File: src/rtl/tail_light_pkg.sv
// tail_light_pkg: lamp-controller state encoding and request-priority decode.
package tail_light_pkg;

    typedef enum logic [1:0] {IDLE, LEFT, RIGHT, HAZ} state_e;

    // Hazard wins, and left+right together is treated as hazard.
    function automatic state_e decode_req(input logic left, input logic right, input logic hazard);
        return (hazard || (left && right)) ? HAZ : left ? LEFT : right ? RIGHT : IDLE;
    endfunction

endpackage

File: src/rtl/tail_light_seq_tick_gen.sv
// tick_gen: free-running prescaler, one-cycle tick every DIV clocks (constant 1 when DIV=1).
module tick_gen #(
    parameter int DIV = 4
) (
    input  logic clk,
    input  logic rst_n,
    output logic tick
);

    localparam int CW = (DIV > 1) ? $clog2(DIV) : 1;

    logic [CW-1:0] cnt_q, cnt_d;

    assign tick = (cnt_q == CW'(DIV - 1));

    always_comb cnt_d = tick ? '0 : cnt_q + 1'b1;

    always_ff @(posedge clk or negedge rst_n) begin
        if (!rst_n) cnt_q <= '0;
        else        cnt_q <= cnt_d;
    end

endmodule

File: src/rtl/tail_light_seq.sv
// tail_light_seq: tick-paced turn/hazard tail-light sequencer.
// Optional TAIL_LIGHT_BRAKE_EN adds a brake pin lighting every non-animating bank.
module tail_light_seq
    import tail_light_pkg::*;
#(
    parameter int LAMPS = 3,
    parameter int DIV   = 4
) (
    input  logic             clk,
    input  logic             rst_n,
    input  logic             left,
    input  logic             right,
    input  logic             hazard,
`ifdef TAIL_LIGHT_BRAKE_EN
    input  logic             brake,
`endif
    output logic [LAMPS-1:0] lamp_l,
    output logic [LAMPS-1:0] lamp_r,
    output logic             busy
);

    localparam int SW = $clog2(LAMPS + 1);

    state_e           state_q, state_d, mode;
    logic [SW-1:0]    step_q, step_d;
    logic [LAMPS-1:0] fill;
    logic             tick, hz, brk;

    tick_gen #(.DIV(DIV)) u_tick (.clk(clk), .rst_n(rst_n), .tick(tick));

`ifdef TAIL_LIGHT_BRAKE_EN
    assign brk = brake;
`else
    assign brk = 1'b0;
`endif

    always_comb begin
        mode    = decode_req(left, right, hazard);
        state_d = state_q;
        step_d  = step_q;
        if (tick) begin
            if (mode != state_q) begin
                state_d = mode;
                step_d  = (mode == IDLE) ? '0 : SW'(1);
            end else if (state_q == HAZ) begin
                step_d = (step_q == SW'(1)) ? '0 : SW'(1);
            end else if (state_q != IDLE) begin
                step_d = (step_q == SW'(LAMPS)) ? '0 : step_q + 1'b1;
            end
        end
    end

    always_ff @(posedge clk or negedge rst_n) begin
        if (!rst_n) begin
            state_q <= IDLE;
            step_q  <= '0;
        end else begin
            state_q <= state_d;
            step_q  <= step_d;
        end
    end

    // Thermometer fill: lowest step_q lamps lit.
    always_comb begin
        for (int i = 0; i < LAMPS; i++) fill[i] = (i < int'(step_q));
    end

    assign hz = (state_q == HAZ) && (step_q == SW'(1));

    always_comb begin
        lamp_l = (state_q == LEFT)  ? fill : {LAMPS{(state_q == HAZ) ? hz : brk}};
        lamp_r = (state_q == RIGHT) ? fill : {LAMPS{(state_q == HAZ) ? hz : brk}};
        busy   = (state_q != IDLE);
    end

endmodule
File: config.mk
export PLATFORM = sky130hd
export DESIGN_NAME = tail_light_seq
export DESIGN_NICKNAME = d
export VERILOG_FILES = /design/src/rtl/tail_light_pkg.sv /design/src/rtl/tail_light_seq_tick_gen.sv /design/src/rtl/tail_light_seq.sv
export SDC_FILE = /design/constraint.sdc
export NUM_CORES = 1
export LEC_CHECK = 0
export ABC_AREA = 1
export BUFFER_PORTS_ARGS = -buffer_cell sky130_fd_sc_hd__buf_4
export CAP_MARGIN = 10
export CORE_AREA = 5 5 42 44
export CTS_CLUSTER_DIAMETER = 200
export DETAILED_ROUTE_END_ITERATION = 8
export DIE_AREA = 0 0 47 49
export SETUP_SLACK_MARGIN = 0.3
export SYNTH_ARGS = -nofsm -noshare
export SYNTH_HDL_FRONTEND = slang
export SYNTH_SLANG_ARGS = --single-unit
export TNS_END_PERCENT = 20
File: constraint.sdc
create_clock -name clk -period 1.4 [get_ports clk]
set_input_delay 0.14 -clock clk [delete_from_list [all_inputs] [get_ports clk]]
set_output_delay 0.14 -clock clk [all_outputs]
set_load 0.03 [all_outputs]
==> Yosys cells after proc, flatten, opt, wreduce, memory -nomap -nowiden <==
Index checks and enable logic that the tools add are counted.
{ "totals": {"reg_bits": 6, "out_inout_bits": 7} }
{ "op_classes": {"n_reduce_logical": 8, "mux": 13, "addsub": 2, "order_cmp": 3, "eq_ne": 7} }
{ "ops": {"columns": ["operator", "n"], "rows": [
  ["two-way mux 2 bit", 8],
  ["== test 2 bit, second input constant", 4],
  ["two-way mux 3 bit", 2],
  ["adder 2 x 1 -> 2 bit, second input constant", 2],
  ["== test 2 x 1 -> 1 bit, second input constant", 2],
  ["< comparator 1 x 2 -> 1 bit, first input constant", 2],
  ["AND reduction 2 bit", 2],
  ["two-way mux 1 bit", 3],
  ["nonzero test 3 bit", 1],
  ["logical AND 1 bit", 2],
  ["zero test 2 bit", 1],
  ["< comparator 2 bit, first input constant", 1],
  ["inequality test 2 bit", 1],
  ["nonzero test 2 bit", 1],
  ["logical OR 1 bit", 1]
]} }

==> Logic depth before layout (Yosys ltp) <==
Gate-level depths: netlist of run 1.
{ "depth": {"word_depth": 6, "mapped_depth": 7, "depth_no_buf": 7} }

==> Hierarchy <==
From an unflattened synthesis of run 1, not the netlist that was laid out.
{ "hier_totals": {"hier_cells": 61, "area_unflattened_um2": 446.7} }
{ "modules_own_cells": {"columns": ["mod", "seq_area_each_um2", "cells_per_inst", "area_each_um2", "n_inst"], "rows": [
  ["tail_light_seq", 100.1, 57, 380.4, 1],
  ["tick_gen", 50.0, 4, 66.3, 1]
]} }

==> Worst setup path after synthesis of run 1 <==
OpenSTA, ideal clock, no wires.
{ "synth_timing": {"kind": "register -> output", "from": "register step_q[0]", "to": "output lamp_r[0]", "path_stages_with_launch": 4, "t_required_ns": 1.260, "setup_slack_ns": -0.110, "arrival_ns": 1.370, "cell_sequence": "dfrtp_1 > inv_1 > ha_1 > o21ai_0"} }
{ "synth_via": {"elab_chain_cells": 4, "elab_cells_between_ends": 5, "classes_between": "order compare (1); eq/ne (1); mux (2); reduce/logical (1)"} }
{ "synth_rtl": {"columns": ["item", "line", "rtl"], "rows": [
  ["from (decl)", "tail_light_seq.sv:25", "logic [SW-1:0] step_q, step_d;"],
  ["from (signal assigned)", "tail_light_seq.sv:59", "step_q <= step_d;"],
  ["== test 2 x 1 -> 1 bit", "tail_light_seq.sv:68", "assign hz = (state_q == HAZ) && (step_q == SW'(1));"],
  ["logical AND 1 bit", "tail_light_seq.sv:68", null],
  ["two-way mux 1 bit", "tail_light_seq.sv:72", "lamp_r = (state_q == RIGHT) ? fill : {LAMPS{(state_q == HAZ) ? hz : brk}};"],
  ["two-way mux 3 bit *", "tail_light_seq.sv:72", null],
  ["to (decl)", "tail_light_seq.sv:18", "output logic [LAMPS-1:0] lamp_r,"]
]} }
Every way passes the cells marked *; elsewhere a longest branch is shown, timed or not.

==> Final worst setup path of run 1 <==
{ "layout_timing": {"from": "register step_q[1]", "to": "output lamp_r[1]"} }
The elaborated chain is that of the path after synthesis.

==> results.toml, run 1 <==
[pwr]
total_power_uw = 680
power.static_leakage_uw = 0.000335
p_per_area_nw_per_um2 = 931
peakVddDrop_v = 0.000452

[grt]
grt_overflow = 0
grt_max_degree = 8
grt_antenna_before_repair = 0
grt_pass1_wl_um = 1930
grt_util_all_layers_pct = 11.5
grt_pass1_vias = 475

[setup_path]
cp_cell_sequence = "inv_2 > ha_4 > nand3_4 > o21ai_2 > buf_6"
path_max_fanout = 7
startpoint = "step_q[1]"
endpoint_kind = "output pin"
r2r_start = "step_q[1]"
cp.arrival_ns = 1.27
critical-path-top-delay-family = "flip-flops"
worstSetupPathType = "flop to output pin"
critPathBufInv = 2
critPathRequiredTime_ns = 1.26
critical-path-slowest-cell = "dfrtp_1"
rr_worst_depth = 8
cp-start-kind = "flop"
crit_cells = 5
slowest_delay_ns = 0.38

[job]
maxCapViolations = 0

[clock_network]
clkLatencyLatePin_ns = 0.24
clkTransAtPathRegs_ns = 0.05
cts_buffers = 3
cts_num_sinks = 6
root_buffer = "clkbuf_4"
cts_tree = "done"
cts_max_level = 1
cts_buffer_depth = 2

[logic_synthesis]
ys_ff_latch = 6
yosysWarnings = 0
syn_nets = 68
synth_cell_type_count = 18
synth_cells = 58
synth_area_per_cell_um2 = 8.22
synthDominantCellAreaShare_pct = 31.5
synth_top_area_cell = "dfrtp_1"
synthTopCellsByArea = "dfrtp_1, ha_1, nand2_1"
ys_seq_area_share_pct = 31.5
synth.cell_area_um2 = 477

[finish]
drive_gt1_share_pct = 60.8
final_core_util_pct = 52.1
fillers = 144
fin_nets = 90
final_cell_mix = "nand2_1, buf_4, o21ai_2, buf_6"
area_growth_syn_to_layout_pct = 53.3
num_antenna_cells = 0

[floorplan]
pin_count = 12
die_area_um2 = 2300
chipHeight_um = 49
die_w_um = 47
start_util_pct = 34.0
design.core.area_um2 = 1400
rows = 14

[drt]
vias = 442
drt-vias-per-instance = 4.65
drc = 0
drtIter0Drc = 2
dr.pass1.iters = 4
antenna_left = 0
drt-total-wl_um = 1150
wl_per_cell_um = 12.1

[sta]
fin_skew_ns = 0.0107
slew_viol_final = 0
setup_viol = 1
rsz0062_at_grt = "true"
fin_crit_sh_pct = 100
hold_viol = 0
min_period_ns = 1.41
worstMarginPinSlew_ns = 0.216
maxSlewHeadroom_pct = 85.6
fmax_mhz = 712
fin_ws_ns = -0.00522

[placement]
detailed_place_hpwl_um = 815
gp_congestion = 0.721
post-place-ws_ns = 0.110
port_buffers = 11

[outcome]
violations = "negative setup slack"
status = "finished with violations"

[worst_hold_path]
hold_class = "input port to asynchronous set/reset pin"
power by group:
group / switching, uW / leakage, uW / internal (uW)
Clock: 62.2 / 0.0000150 / 108
Sequential: 16.1 / 0.0000663 / 184
Combinational: 171 / 0.000253 / 138
Total: 249 / 0.000335 / 431
sequential cells by signal, summed over array words and instances, names as in the netlist:
signal	flops
state_q	2
step_q	2
u_tick.cnt_q	2
cell usage after synthesis:
cell,number
nand2_1,12
dfrtp_1,6
o21ai_1,6
ha_1,5
inv_1,5
o21ai_0,5
inv_2,3
nand2_2,3
buf_6,2
nand3_2,2
nor2_2,2
nand3_1,1
nand3_4,1
nand4_1,1
nor2_1,1
nor2_4,1
o211ai_1,1
o21ai_2,1
metrics by stage:
step / setup TNS (ns) / cell area, um2 / hold slack, ns / std cells
finish: -0.00522 / 731 / 0.231 / 95
global route: -0.327 / 731 / 0.237 / 95
CTS: -0.0212 / 724 / 0.217 / 95
detailed placement: 0 / 616 / -0.0497 / 84
global placement: 0 / 616 / -0.0504 / 84
floorplan: 0 / 528 / -0.156 / 58
per-layer routing:
| layer | GRT usage, % | vias to the layer above | part of all wire, % |
|---|---|---|---|
| li1 | - | 231 | - |
| met1 | 14.3 | 204 | 44 |
| met2 | 19.5 | 7 | 53 |
| met3 | 1.11 | 0 | 3.6 |
| met4 | 4.15 | 0 | 0 |
| met5 | 0 | - | 0 |
worst reg2reg max path, stage by stage (launching register included):
cell and delay [ns]:
dfrtp_1 0.38, inv_2 0.10, ha_4 0.14, nand3_4 0.13, buf_4 0.18, nand2_1 0.05
nand3_1 0.07, nand3_2 0.07, nand2_2 0.04
path summary, 6_finish.rpt:
kind | end | slack (ns)
worst max register to register | step_q[0] | 0.12
min in group clk | state_q[1] | 0.23
max in group asynchronous | state_q[0] | 1.03
worst max-delay path | lamp_r[1] | -0.005
worst min register to register | u_tick.cnt_q[0] | 0.43
worst min-delay path | u_tick.cnt_q[1] | 0.23
layout make-up:
type | count | area (um2) | share of cell area, %
Clock buffer | 4 | 26.3 | 3.60
Inverter | 8 | 30.0 | 4.11
Multi-Input combinational cell | 42 | 333 | 45.5
Sequential cell | 6 | 154 | 21.1
Tap cell | 16 | 20.0 | 2.74
Timing Repair Buffer | 19 | 168 | 22.9
cells by family (layout without fill, tap and decap cells):
family / Yosys count / count (layout) / synth area share (%)
adders and majority gates: 5 / 5 / 13.1
DFF: 6 / 6 / 31.5
buffers and inverters: 10 / 31 / 11.0
and+or+nand+nor: 24 / 24 / 29.4
AOI/OAI and AO/OA: 13 / 13 / 15.0
repair_timing:
item | in CTS | in global routing
setup buffers | 6 | 0
setup endpoints to repair | 9 | 9
resized for setup | 9 | 2
pin swaps | 2 | 4
hold buffers | 1 | 0
endpoints found under the hold margin | 6 | 0
No activity file was read; power rests on OpenSTA's default activity.
==> run 2: changes to the inputs <==
Settings changed: ABC_AREA 1 to default, CORE_AREA 5 5 42 44 to default, CORE_MARGIN from default to 5, CORE_UTILIZATION from default to 27, DIE_AREA 0 0 47 49 to default.
==> run 2 against run 1 <==
The run still ends with negative setup slack left; routed wire length fell by 2.8%; core utilization fell by 4.5 points; area after synthesis fell by 4.2%; non-clock buffer count rose by 3; via count rose by 1.8%; setup slack got worse by 0.025 ns; total power fell by 5.5%; global-route usage fell by 1.6 points; clock power fell by 8%; critical path type is now flop to flop; critical endpoint is now step_q[1]; highest routed layer unchanged.
==> results.toml, run 2 <==
[outcome]
status = "finished with violations"
violations = "negative setup slack"

[drt]
antenna_left = 0
drc = 0
drt-vias-per-instance = 4.84
vias = 450
drtIter0Drc = 5
drt-total-wl_um = 1120
dr.pass1.iters = 4
wl_per_cell_um = 12.0

[grt]
grt_pass1_wl_um = 1940
grt_pass1_vias = 457
grt_overflow = 0
grt_util_all_layers_pct = 9.84
grt_antenna_before_repair = 0
grt_max_degree = 12

[floorplan]
die_area_um2 = 2610
pin_count = 12
rows = 14
die_w_um = 51.1
chipHeight_um = 51.1
start_util_pct = 29.3
design.core.area_um2 = 1560

[logic_synthesis]
synth_commonest_cells = "dfrtp_1, and2_1, ha_1, nor2_1, o21ai_0"
synth_cells = 54
postSynth.asyncResetShare_pct = 100
synth.cell_area_um2 = 457
ys_ff_latch = 6
synthFlopType = "dfrtp_1"
synthTopCellsByArea = "dfrtp_1, ha_1, and2_1"
synth_area_per_cell_um2 = 8.46
synth_top_area_cell = "dfrtp_1"
yosysWarnings = 0
synth.most_common_cell = "dfrtp_1"
ys_seq_area_share_pct = 32.9
synth_cell_type_count = 24
synth_edf_count = 0
synthDominantCellAreaShare_pct = 32.9
syn_nets = 64

[setup_path]
cp-start-kind = "flop"
r2r_start = "state_q[1]"
rr_worst_depth = 5
worstSetupPathType = "flop to flop"
critical-path-slowest-cell = "dfrtp_1"
cp_cell_sequence = "buf_4 > and2_1 > o211ai_1 > a221oi_2 > mux2_4"
reg2reg_slack_ns = -0.03
endpoint_kind = "flop"
cp.arrival_ns = 1.55
critPathBufInv = 1
startpoint = "state_q[1]"
critical-path-top-delay-family = "flip-flops"
crit_cells = 5
critPathRequiredTime_ns = 1.52
worstReg2RegEnd = "step_q[1]"
endpoint = "step_q[1]"
path_max_fanout = 3
slowest_delay_ns = 0.41

[clock_network]
cts_num_sinks = 6
cts_buffer_depth = 2
cts_buffers = 3
clkLatencyLatePin_ns = 0.24
root_buffer = "clkbuf_4"
clkTransAtPathRegs_ns = 0.04
cts_tree = "done"
cts_max_level = 1

[placement]
gp_congestion = 0.682
detailed_place_hpwl_um = 736
port_buffers = 11
dp_cells = 84

[finish]
final_core_util_pct = 47.7
drive_gt1_share_pct = 49.4
fillers = 152
num_antenna_cells = 0
multi_input_area_um2 = 339
final_common_cell = "buf_4"
fin_nets = 89
final_cell_mix = "buf_4, buf_6, o21ai_1, and2_1, nor2_1"
seq_area_um2 = 153
area_growth_syn_to_layout_pct = 62.7
reg_top3 = "state_q (2), step_q (2), u_tick.cnt_q (2)"
final_cells = 93

[sta]
worstMarginPinSlew_ns = 0.253
min_period_ns = 1.43
slew_viol_final = 0
tns_ns = -0.106
fmax_mhz = 699
setup_viol = 6
worst_hold_slack_ns = 0.205
fin_crit_sh_pct = 102
fin_ws_ns = -0.0306
maxSlewHeadroom_pct = 83.0
hold_viol = 0
rsz0062_at_grt = "true"
fin_skew_ns = 0.000261

[worst_hold_path]
hold_class = "input port to flop"

[job]
maxCapViolations = 0

[pwr]
power.static_leakage_uw = 0.000334
peakVddDrop_v = 0.000527
p_per_area_nw_per_um2 = 865
==> run 2: layout make-up <==
cell class	instances	area share, %
tap	16	2.69
sequential	6	20.5
multi-input combinational	43	45.6
inverter	3	1.52
timing repair buffer	22	26.6
clock buffer	3	3.03
==> run 2: cells by family after synthesis <==
logic type	after synthesis	share of synthesized area, %
AND/OR/NAND/NOR	21	23.6
AO/OA/AOI/OAI	15	21.1
flip-flops	6	32.9
buffers and inverters	5	4.38
adder cells (fa/ha/maj)	5	13.7
XOR/XNOR	1	1.92
multiplexers	1	2.47
==> run 2: what timing repair did <==
action                                  4_1_cts  5_1_grt
resized for setup                            22        3
setup buffers                                 5        0
hold buffers                                  1        0
endpoints found under the setup margin        9        9
endpoints found under the hold margin         6        0
pin swaps                                    10        3
==> run 2: worst min path at each step <==
stage | end | start | depth (start not counted)
floorplan | state_q[0] | rst_n | 0
global placement | u_tick.cnt_q[1] | rst_n | 1
detailed placement | state_q[1] | rst_n | 1
CTS | state_q[0] | left | 3
global route | state_q[0] | left | 3
finish | state_q[0] | left | 3
==> run 2: worst register-to-register path, cell delays in order, from the launching register on <==
cell and delay (ns):
dfrtp_1 0.41, buf_4 0.16, and2_1 0.14, o211ai_1 0.24
a221oi_2 0.09, mux2_4 0.27
==> run 2: where the power goes <==
group	internal, uW	switching [uW]	leakage, uW	total (uW)
Sequential	184	12.8	0.0000675	196
Combinational	143	147	0.000253	290
Clock	96.8	59.4	0.0000138	156
Total	424	219	0.000334	643
==> run 2: per-stage QoR <==
stage	area (um2)	total power (uW)	worst slack, ns
6_report	743	643	-0.0306
5_1_grt	743	686	-0.0934
4_1_cts	733	643	-0.0283
3_5_place_dp	602	415	0.0686
3_3_place_gp	602	413	0.0648
2_1_floorplan	470	336	0.0961
==> run 2: routing by layer <==
layer / share of wire [%] / track usage (%)
met3: 6.0 / 4.36
met1: 42 / 10.4
met4: 0 / 2.69
met5: 0 / 0
met2: 52 / 17.6
